--- config.mk ---
export PLATFORM = sky130hd
export DESIGN_NAME = decode_stage
export DESIGN_NICKNAME = d
export VERILOG_FILES = /design/src/rtl/decode_stage.sv
export SDC_FILE = /design/constraint.sdc
export NUM_CORES = 1
export LEC_CHECK = 0
export ABC_AREA = 1
export CAP_MARGIN = 20
export CORE_ASPECT_RATIO = 2
export CORE_MARGIN = 2
export CORE_UTILIZATION = 53
export DETAILED_ROUTE_END_ITERATION = 10
export DONT_BUFFER_PORTS = 1
export PLACE_DENSITY_LB_ADDON = 0.05
export SYNTH_ARGS = -nofsm -noshare
export SYNTH_HDL_FRONTEND = slang
export SYNTH_SLANG_ARGS = --single-unit
--- constraint.sdc ---
create_clock -name clk -period 1.9 [get_ports clk]
set_input_delay 0.38 -clock clk [delete_from_list [all_inputs] [get_ports clk]]
set_output_delay 0.38 -clock clk [all_outputs]
set_load 0.01 [all_outputs]
--- src/rtl/decode_stage.sv ---
// rtl/decode_stage.sv - instruction decode stage with register file, hazard tracker and forwarding selects
//
// Ports:
//   clk, rst                 clock; asynchronous active-low reset
//   instr, instr_valid       fetched instruction {opcode, rd, ra, rb} and its valid flag
//   wb_en, wb_addr, wb_data  register file writeback from the last pipeline stage
//   stall                    combinational; fetch holds instr/instr_valid for the next cycle
//   is_add .. is_eq          registered one-hot ALU select
//   is_mem_read .. is_halt   registered pipeline controls
//   val1, val2, val3         registered R[ra], R[rb], R[rd]
//   is_val1_data_hazard,
//   is_val2_data_hazard,
//   is_mem_data_hazard       registered forwarding selects
module decode_stage #(
  parameter int DATA_W = 16
) (
  input  logic              clk,
  input  logic              rst,
  input  logic [15:0]       instr,
  input  logic              instr_valid,
  input  logic              wb_en,
  input  logic [3:0]        wb_addr,
  input  logic [DATA_W-1:0] wb_data,
  output logic              stall,
  output logic              is_add,
  output logic              is_sub,
  output logic              is_and,
  output logic              is_or,
  output logic              is_gt,
  output logic              is_eq,
  output logic              is_mem_read,
  output logic              is_mem_write,
  output logic              is_reg_write,
  output logic              is_branch,
  output logic              is_halt,
  output logic [DATA_W-1:0] val1,
  output logic [DATA_W-1:0] val2,
  output logic [DATA_W-1:0] val3,
  output logic              is_val1_data_hazard,
  output logic              is_val2_data_hazard,
  output logic              is_mem_data_hazard
);

  localparam logic [0:0] ST_RUN    = 1'b0;
  localparam logic [0:0] ST_HALTED = 1'b1;

  logic [3:0] op, rd, ra, rb;
  assign op = instr[15:12];
  assign rd = instr[11:8];
  assign ra = instr[7:4];
  assign rb = instr[3:0];

  logic [0:0]        state_q, state_d;
  logic [DATA_W-1:0] rf_q [16];
  logic [DATA_W-1:0] rf_d [16];
  logic [DATA_W-1:0] val1_q, val1_d, val2_q, val2_d, val3_q, val3_d;
  // {add, sub, and, or, gt, eq, mem_read, mem_write, reg_write, branch, halt, h1, h2, hmem}
  logic [13:0]       ctrl_q, ctrl_d;
  logic              d1_valid_q, d1_valid_d, d1_load_q, d1_load_d;
  logic              d2_valid_q, d2_valid_d, d2_load_q, d2_load_d;
  logic [3:0]        d1_addr_q, d1_addr_d, d2_addr_q, d2_addr_d;

  logic [10:0] dec;
  logic        reads_ab, reads_rd, dec_load;
  logic        m1_a, m2_a, m1_b, m2_b, rd_match, hz_stall, running, issue;
  logic [DATA_W-1:0] rd_a, rd_b, rd_d;

  // Decode table; bit order matches the upper 11 bits of ctrl.
  always_comb begin
    dec      = '0;
    reads_ab = 1'b0;
    reads_rd = 1'b0;
    dec_load = 1'b0;
    case (op)
      4'h1: dec = 11'b10000000100;
      4'h2: dec = 11'b01000000100;
      4'h3: dec = 11'b00100000100;
      4'h4: dec = 11'b00010000100;
      4'h5: dec = 11'b00001000100;
      4'h6: dec = 11'b00000100100;
      4'h7: begin dec = 11'b10000010100; dec_load = 1'b1; end
      4'h8: dec = 11'b10000001000;
      4'h9: dec = 11'b00000100010;
      4'hA: dec = 11'b00001000010;
      4'hF: dec = 11'b00000000001;
      default: dec = '0;
    endcase
    reads_ab = (op >= 4'h1) && (op <= 4'hA);
    reads_rd = (op >= 4'h8) && (op <= 4'hA);
  end

  // Register reads see a same-cycle writeback so the value is never one cycle stale.
  assign rd_a = (wb_en && wb_addr == ra) ? wb_data : rf_q[ra];
  assign rd_b = (wb_en && wb_addr == rb) ? wb_data : rf_q[rb];
  assign rd_d = (wb_en && wb_addr == rd) ? wb_data : rf_q[rd];

  // The nearer producer (d1) wins; a d2 match only counts when d1 did not match.
  assign m1_a = reads_ab && d1_valid_q && (d1_addr_q == ra);
  assign m2_a = reads_ab && !m1_a && d2_valid_q && (d2_addr_q == ra);
  assign m1_b = reads_ab && d1_valid_q && (d1_addr_q == rb);
  assign m2_b = reads_ab && !m1_b && d2_valid_q && (d2_addr_q == rb);
  assign rd_match = reads_rd && ((d1_valid_q && d1_addr_q == rd) ||
                                 (d2_valid_q && d2_addr_q == rd));

  // Stall on load-use from d1, on operands needing different forwarding sources
  // (only one forward path exists), or on a store/branch reading an in-flight rd.
  assign hz_stall = ((m1_a || m1_b) && d1_load_q) || (m1_a && m2_b) || (m2_a && m1_b) || rd_match;
  assign running  = (state_q == ST_RUN);
  assign issue    = running && instr_valid && !hz_stall;
  assign stall    = rst && (!running || (instr_valid && hz_stall));

  always_comb begin
    rf_d = rf_q;
    if (wb_en) rf_d[wb_addr] = wb_data;

    ctrl_d = issue ? {dec, (m1_a || m2_a), (m1_b || m2_b),
                      ((m2_a || m2_b) && !(m1_a || m1_b))} : '0;
    val1_d = issue ? rd_a : val1_q;
    val2_d = issue ? rd_b : val2_q;
    val3_d = issue ? rd_d : val3_q;

    // Non-issuing cycles shift a bubble into the tracker.
    d1_valid_d = issue && dec[2];
    d1_load_d  = issue && dec_load;
    d1_addr_d  = rd;
    d2_valid_d = d1_valid_q;
    d2_load_d  = d1_load_q;
    d2_addr_d  = d1_addr_q;

    state_d = (issue && dec[0]) ? ST_HALTED : state_q;
  end

  always_ff @(posedge clk or negedge rst) begin
    if (!rst) begin
      state_q    <= ST_RUN;
      for (int i = 0; i < 16; i++) rf_q[i] <= '0;
      ctrl_q     <= '0;
      val1_q     <= '0;
      val2_q     <= '0;
      val3_q     <= '0;
      d1_valid_q <= 1'b0;
      d1_load_q  <= 1'b0;
      d1_addr_q  <= '0;
      d2_valid_q <= 1'b0;
      d2_load_q  <= 1'b0;
      d2_addr_q  <= '0;
    end else begin
      state_q    <= state_d;
      rf_q       <= rf_d;
      ctrl_q     <= ctrl_d;
      val1_q     <= val1_d;
      val2_q     <= val2_d;
      val3_q     <= val3_d;
      d1_valid_q <= d1_valid_d;
      d1_load_q  <= d1_load_d;
      d1_addr_q  <= d1_addr_d;
      d2_valid_q <= d2_valid_d;
      d2_load_q  <= d2_load_d;
      d2_addr_q  <= d2_addr_d;
    end
  end

  assign {is_add, is_sub, is_and, is_or, is_gt, is_eq, is_mem_read, is_mem_write,
          is_reg_write, is_branch, is_halt,
          is_val1_data_hazard, is_val2_data_hazard, is_mem_data_hazard} = ctrl_q;
  assign val1 = val1_q;
  assign val2 = val2_q;
  assign val3 = val3_q;

endmodule

# Word-level counts from Yosys, hierarchy flattened
# Index checks and enable logic that the tools add are counted.
word_totals:
  romBits: 0
  register_bits: 330
  wordCells: 119
  input_bits: 40
  latchBits: 0
  n_memories: 0
  ram_bits: 0
  output_inout_bits: 63
op_classes:
  bitwise: 5
  order_cmp: 8
  shifts: 0
  muxes: 18
  n_eq_ne: 20
  n_addsub: 0
  mul: 0
  div: 0
  n_reduce_logical: 42
ops:
  columns: ["op", "count"]
  rows:
  - ["$bwmux 256", 1]
  - ["$bmux 16 s4", 3]
  - ["$mux 16", 10]
  - ["$pmux 11 s11", 1]
  - ["$demux 16 s4", 1]
  - ["$eq 4x4->1", 9]
  - ["$logic_and 1x1->1", 29]
  - ["$ge 5x5->1 const B", 4]
  - ["$not 4->5", 4]
  - ["$eq 4x3->1 const B", 4]
  - ["$eq 4x4->1 const B", 4]
  - ["$mux 14", 1]
  - ["$logic_or 1x1->1", 9]
  - ["$eq 4x2->1 const B", 2]
  - ["$lt 5x1->1 const B", 1]
  - ["$eq 4x1->1 const B", 1]
  - ["$ge 4x1->1 const B", 1]
  - ["$ge 4x4->1 const B", 1]
  - ["$le 4x4->1 const B", 1]
  - ["$logic_not 1->1", 4]
  - ["$mux 1", 1]
  - ["$not 1->1", 1]

# Longest topological paths before layout
# Gate-level depths: netlist of the first run.
logic_depth:
  depth_word: 15
  mapped_depth: 15
  mapped_depth_nobuf: 13

# Worst setup path before layout of the first run
# Ideal clock, no wire load.
synth_timing:
  path_type: "input to output"
  startpoint: "input port instr[0]"
  endpoint: "output port stall"
  n_path_buf: 2
  slack_ps: 55
  t_arrival_ps: 1465
  required_ps: 1520
  stages: 11
  path_cell_list: "buf_4 > buf_6 > nand2_1 > nand3_1 > nor2_1 > nand3_1 > nor2_2 > nor2_2 > nand2_2 > nand3_1 > a21oi_1"
synth_between:
  elab_chain_len: 13
  word_cells_on_any_way: 17
  classes_between: "eq/ne: 2; reduce/logical: 15"
synth_rtl:
  columns: ["item", "line", "rtl"]
  rows:
  - ["from (decl)", "19", "input logic [15:0] instr,"]
  - ["$eq 4x4->1", "100", "assign m1_b = reads_ab && d1_valid_q && (d1_addr_q == rb);"]
  - ["$logic_and 1x1->1", "100", null]
  - ["$logic_not 1->1", "101", "assign m2_b = reads_ab && !m1_b && d2_valid_q && (d2_addr_q == rb);"]
  - ["$logic_and 1x1->1 (3 in a row)", "101", null]
  - ["$logic_and 1x1->1", "107", "assign hz_stall = ((m1_a || m1_b) && d1_load_q) || (m1_a && m2_b) || (m2_a && m1_b) || rd_match;"]
  - ["$logic_or 1x1->1", "107", null]
  - ["$logic_or 1x1->1 * (2 in a row)", "107", null]
  - ["$logic_and 1x1->1 *", "110", "assign stall = rst && (!running || (instr_valid && hz_stall));"]
  - ["$logic_or 1x1->1 *", "110", null]
  - ["$logic_and 1x1->1 *", "110", null]
  - ["to (decl)", "24", "output logic stall,"]
# Mark *: on every way between the ends. The rest lies on a longest branch, timed or not.

# Worst setup path in the final report of the first run
layout_timing:
  startpoint: "register d1_addr_q[2]"
  endpoint: "output port stall"
layout_between:
  elab_chain_len: 13
  word_cells_on_any_way: 26
  classes_between: "eq/ne: 3; reduce/logical: 23"
layout_rtl:
  columns: ["item", "line", "rtl"]
  rows:
  - ["from (decl)", "61", "logic [3:0] d1_addr_q, d1_addr_d, d2_addr_q, d2_addr_d;"]
  - ["from (signal assigned)", "156", "d1_addr_q <= d1_addr_d;"]
  - ["$eq 4x4->1", "100", null]
  - ["$logic_and 1x1->1", "100", null]
  - ["$logic_not 1->1", "101", null]
  - ["$logic_and 1x1->1 (3 in a row)", "101", null]
  - ["$logic_and 1x1->1", "107", null]
  - ["$logic_or 1x1->1 (2 in a row)", "107", null]
  - ["$logic_or 1x1->1 *", "107", null]
  - ["$logic_and 1x1->1 *", "110", null]
  - ["$logic_or 1x1->1 *", "110", null]
  - ["$logic_and 1x1->1 *", "110", null]
# Marked as above.

==> results of run 1 <==
power by group through the flow:
stage	registers (mW)	clock network (mW)	logic, mW
finish	9.21	6.33	3.72
global route	9.36	6.67	4.31
CTS	9.17	6.44	3.68
detailed placement	9.29	0	3.64
global placement	9.24	0	3.53
floorplan	9.04	0	3.17
flip-flops by register name, indices dropped and copies added, names as in the netlist:
name,count
val2,16
d2_valid_q,1
d1_load_q,1
ctrl_q,14
val3,16
rf_q,256
d2_addr_q,4
d1_addr_q,4
state_q,1
val1,16
final timing paths:
| kind | start | end | cells past startpoint |
|---|---|---|---|
| min in group clk | wb_data[13] | val1[13] | 4 |
| setup reg to reg | d1_addr_q[2] | val3[11] | 15 |
| hold reg to reg | d1_addr_q[0] | d2_addr_q[0] | 0 |
| max in group asynchronous | rst | d1_addr_q[3] | 0 |
| hold / removal | rst | ctrl_q[9] | 0 |
| setup / recovery | d1_addr_q[2] | stall | 11 |
critical path, stage by stage (launching register included):
cell and delay (ns):
dfrtp_1 0.44, inv_1 0.09, nand2_1 0.05, nand2_1 0.06
nor2_1 0.04, nand2_1 0.12, nor2_4 0.07, nor2_2 0.15
nor2_2 0.05, nand2_2 0.07, nand3_2 0.08, a21oi_4 0.16
routing by layer:
metal / global-route usage (%) / routed length, um / vias to the layer above
li1: - / - / 9343
met1: 43.3 / 26300 / 9400
met2: 57.9 / 33300 / 1003
met3: 5.69 / 6120 / 289
met4: 23.9 / 5490 / 0
met5: 0 / 0 / -
repair_timing:
| action | 4_1_cts | 5_1_grt |
|---|---|---|
| pin swaps | 6 | 12 |
| setup endpoints to repair | 1 | 65 |
| endpoints found under the hold margin | 339 | 329 |
| gates resized for setup | 6 | 35 |
| setup buffers | 3 | 4 |
| cloned | 0 | 6 |
area by class of cell:
cell class	count	share of cell area [%]
Clock inverter	13	0.691
Multi-Input combinational cell	2092	47.1
Timing Repair Buffer	74	3.72
Inverter	188	3.30
Tap cell	459	2.69
Clock buffer	41	3.95
Sequential cell	329	38.5
stage by stage:
stage	instances	worst slack, ns	instance area, um^2
final	3196	-0.459	21400
after global routing	3196	-0.548	21400
after CTS	3186	-0.512	21100
after detailed placement	3120	0.0303	20000
after global placement	3120	0.0359	20000
after floorplan	2861	0.0545	20000
cell families after synthesis:
group / Yosys count
compound gates: 855
xor+xnor: 5
buf+inv: 440
flops: 329
simple gates: 1232
cells in the final DEF, fill, tap and decap left out, types with 7 or more instances in the layout:
cell	count
a21oi_1	201
clkbuf_1	7
buf_4	48
nor2_1	28
nor2_2	19
inv_2	12
o211ai_1	192
nand2_1	816
dlygate4sd3_1	8
nand3_1	348
dfrtp_1	326
buf_12	10
clkbuf_16	35
clkinv_2	8
inv_1	176
o21ai_0	453
==> results.toml, run 1 <==
[flow_run]
maxCapViolCount = 0

[power]
leakage_nw = 10.0
clockPowerShare_pct = 32.9
ir_drop_v = 0.000719
swShare_pct = 31.6
powerDensity_mw_per_mm2 = 901
seq_power_share_pct = 47.8
power_switching_mw = 6.09
p_int_mw = 13.2
pwr-share-comb_pct = 19.3
power_mw = 19.3

[final_layout]
fill_cells = 3587
n_antenna_cell = 0
utilization_pct = 57.5
regArea_mm2 = 0.00824
nets = 2756
drive_gt1_share_pct = 5.99
multi_input_area_mm2 = 0.0101
area_growth_pct = 6.84

[sta]
holdWs_ns = -0.518
min_period_ns = 2.36
fmax_ghz = 0.424
grt_setup_unrepaired = "yes"
setup_viol = 63
postLayoutSetupSlackWorst_ns = -0.459
drv_slew = 0
tns_ns = -6.71
hold_violations = 329
period_share_pct = 124
clock_skew_ns = 0.0134
relSlewSlack_pct = 16.9
tightest_slew_ns = 1.25

[hold_path]
hp-class = "primary input to asynchronous set/reset pin"

[clock_tree]
clockRootBuffer = "clkbuf_16"
h-tree-depth = 1
clk_latency_ns = 0.60
cts_sinks = 329
clk_pin_slew_worst_paths_ns = 0.07
hold_buffers = 9
cts_buffers = 31
cts_tree = "yes"
cts_buffer_depth = 3

[global_route]
grt_pass1_wl_mm = 109
grt_max_degree = 331
grt_pass1_vias = 19260
antenna_found_initial = 0
grt_usage_pct = 35.6
grt-ovfl-total = 0

[route]
drc = 0
vias = 20035
drtIter0Drc = 2237
wirelength_mm = 71.1
ant_nets = 0
drt-pass1-iter-count = 6
via_per_inst = 6.27
wl_per_cell_um = 22.3

[yosys]
ys_top_cells_by_area = "dfrtp_1 (41%), nand2_1 (15%), o21ai_0 (11%)"
syn_area_mm2 = 0.0200
synth_xor_area_share_pct = 0.219
ys_types = 25
synth.avg_cell_area_um2 = 6.99
ys_ff_latch = 329
synth_compound_area_share_pct = 23.9
ys_warn_count = 0
synth_top_area_share_pct = 41.2
yosysMostFrequentCell = "nand2_1"
synthMuxAreaShare_pct = 0
synth-edff-count = 0
synth_flop_cell = "dfrtp_1"
synth_top_family_by_area = "simple AND/OR/NAND/NOR gates"
synthAdderAreaFrac_pct = 0
synth.top_cells.by_count = "nand2_1 (818), o21ai_0 (453), nand3_1 (351)"
ys_async_sr_fraction_pct = 100
synth_fp_nets = 2901
syn_inst = 2861
synthSimpleGateAreaFrac_pct = 25.6
seq_area_frac_synth_pct = 41.2
synth_area_leader_cell = "dfrtp_1"

[floorplan]
ios = 103
die-area_mm2 = 0.0394
chipHeight_um = 279
die_x_um = 141
rows = 100
coreArea_mm2 = 0.0372
initial_core_util_pct = 53.8

[placed_design]
place_congestion = 0.947
dp_hpwl_mm = 41.6
port_buffers = 0

[setup_path]
crit_arrival_ns = 1.98
worst_setup_path_start_kind = "register"
r2r_setup_slack_ns = -0.14
end_kind = "output port"
path_max_fanout = 5
crit_type = "register to output port"
cp.required_ns = 1.52

[run_status]
failed_checks = "negative hold slack, negative setup slack"
outcome = "complete, but fails checks"
(Power assumes the default switching activity.)
==> inputs of run 2 (changes only) <==
- PLACE_DENSITY: unset -> 0.66
- PLACE_DENSITY_LB_ADDON: 0.05 -> unset
- clock period: 1.9 -> 2.94 ns (I/O delays scaled with it)
==> results.toml, run 2 (same netlist as run 1, synthesis figures left out) <==
[sta]
hold_violations = 329
drv_slew = 0
fmax_ghz = 0.368
clock_skew_ns = 0.0166
min_period_ns = 2.72
tns_ns = 0
setup_viol = 0
grt_setup_unrepaired = "no"
relSlewSlack_pct = 54.8
tightest_slew_ns = 0.678
holdWs_ns = -0.311
period_share_pct = 92.4

[hold_path]
hp-class = "primary input to asynchronous set/reset pin"

[clock_tree]
clockRootBuffer = "clkbuf_16"
cts_resized = 0
cts_sinks = 329
cts_buffers = 31
clk_latency_ns = 0.60
post_cts_buffers = 0
cts_tree = "yes"
h-tree-depth = 1
clk_pin_slew_worst_paths_ns = 0.07
cts_buffer_depth = 3

[final_layout]
utilization_pct = 55.9
stdcell_count = 3154
largest_register_ffs = 256
nets = 2710
top_register = "rf_q"
final_common_cell = "nand2_1"
fill_cells = 3645
drive_gt1_share_pct = 3.93
layout_common_cells = "nand2_1 (818), o21ai_0 (453), nand3_1 (351)"
area_growth_pct = 3.83

[route]
ant_nets = 0
drtIter0Drc = 2306
drt-pass1-iter-count = 8
via_per_inst = 6.27
wirelength_mm = 69.7
wl_per_cell_um = 22.1
vias = 19777
drc = 0

[placed_design]
dp_hpwl_mm = 40.5
port_buffers = 0
dpl.cell_count = 3096
place_congestion = 0.915

[setup_path]
r2r_cells = 13
cp.required_ns = 2.35
worst_setup_path_start_kind = "register"
crit_arrival_ns = 2.13
path_max_fanout = 5
end_kind = "output port"
crit_type = "register to output port"

[global_route]
grt_usage_pct = 34.8
grt_max_degree = 331
antenna_found_initial = 3
grt_pass1_vias = 18282
grt-ovfl-total = 0
grt_pass1_wl_mm = 107

[floorplan]
initial_core_util_pct = 53.8
rows = 100
die-area_mm2 = 0.0394
chipHeight_um = 279
die_x_um = 141
coreArea_mm2 = 0.0372
ios = 103

[flow_run]
maxCapViolCount = 0

[power]
leakage_nw = 9.76
powerDensity_mw_per_mm2 = 611
ir_drop_v = 0.000425
power_mw = 12.7

[run_status]
outcome = "complete, but fails checks"
failed_checks = "negative hold slack"
run 2: layout make-up:
type / count / area (um^2) / area share [%]
diodes: 1 / 2.50 / 0.0120
repair buffers: 28 / 210 / 1.01
clock buffers: 40 / 870 / 4.19
multi-input cells: 2092 / 9950 / 47.9
flip-flops and latches: 329 / 8230 / 39.6
well taps: 459 / 574 / 2.77
clock inverters: 17 / 226 / 1.09
inverters: 188 / 706 / 3.40
run 2: routing by layer:
metal  vias to the layer above  GRT usage (%)  share of wire, %  wire length, um
met5                         -              0             0.083               58
met4                         6           20.9               6.7             4670
met3                       259           5.97               8.9             6210
met2                      1090           57.0                47            33000
met1                      9182           42.9                37            25800
li1                       9240              -                 -                -
run 2: final timing paths:
check                                     to  slack, ns    startpoint
worst max register to register      val2[14]       0.75  d1_addr_q[2]
worst min-delay path               ctrl_q[9]      -0.31           rst
min in group clk                d1_addr_q[3]       0.02     instr[11]
max in group asynchronous          rf_q[119]       2.68           rst
worst max-delay path                   stall       0.22  d1_addr_q[2]
worst min register to register  d2_addr_q[1]       0.46  d1_addr_q[1]
run 2: power by group:
group / leakage [nW] / switching (mW) / internal, mW / total, mW
Combinational: 5.03 / 1.47 / 0.902 / 2.37
Clock: 0.528 / 1.84 / 2.52 / 4.36
Sequential: 4.20 / 0.639 / 5.31 / 5.95
run 2: worst max-delay path: stages, from the launching register on:
cell and delay [ns]:
dfrtp_1 0.44, inv_1 0.08, nand2_1 0.06, nand2_1 0.05, nor2_1 0.14, nand2_1 0.08, nor2_2 0.14, nor2_1 0.07
nand2_1 0.12, nand3_1 0.10, a21oi_1 0.27
run 2: metrics by stage:
step	instance area, um^2	setup slack (ns)
floorplan	20000	0.679
global placement	19700	0.595
detailed placement	19700	0.545
CTS	20800	0.190
global route	20800	0.00572
finish	20800	0.225
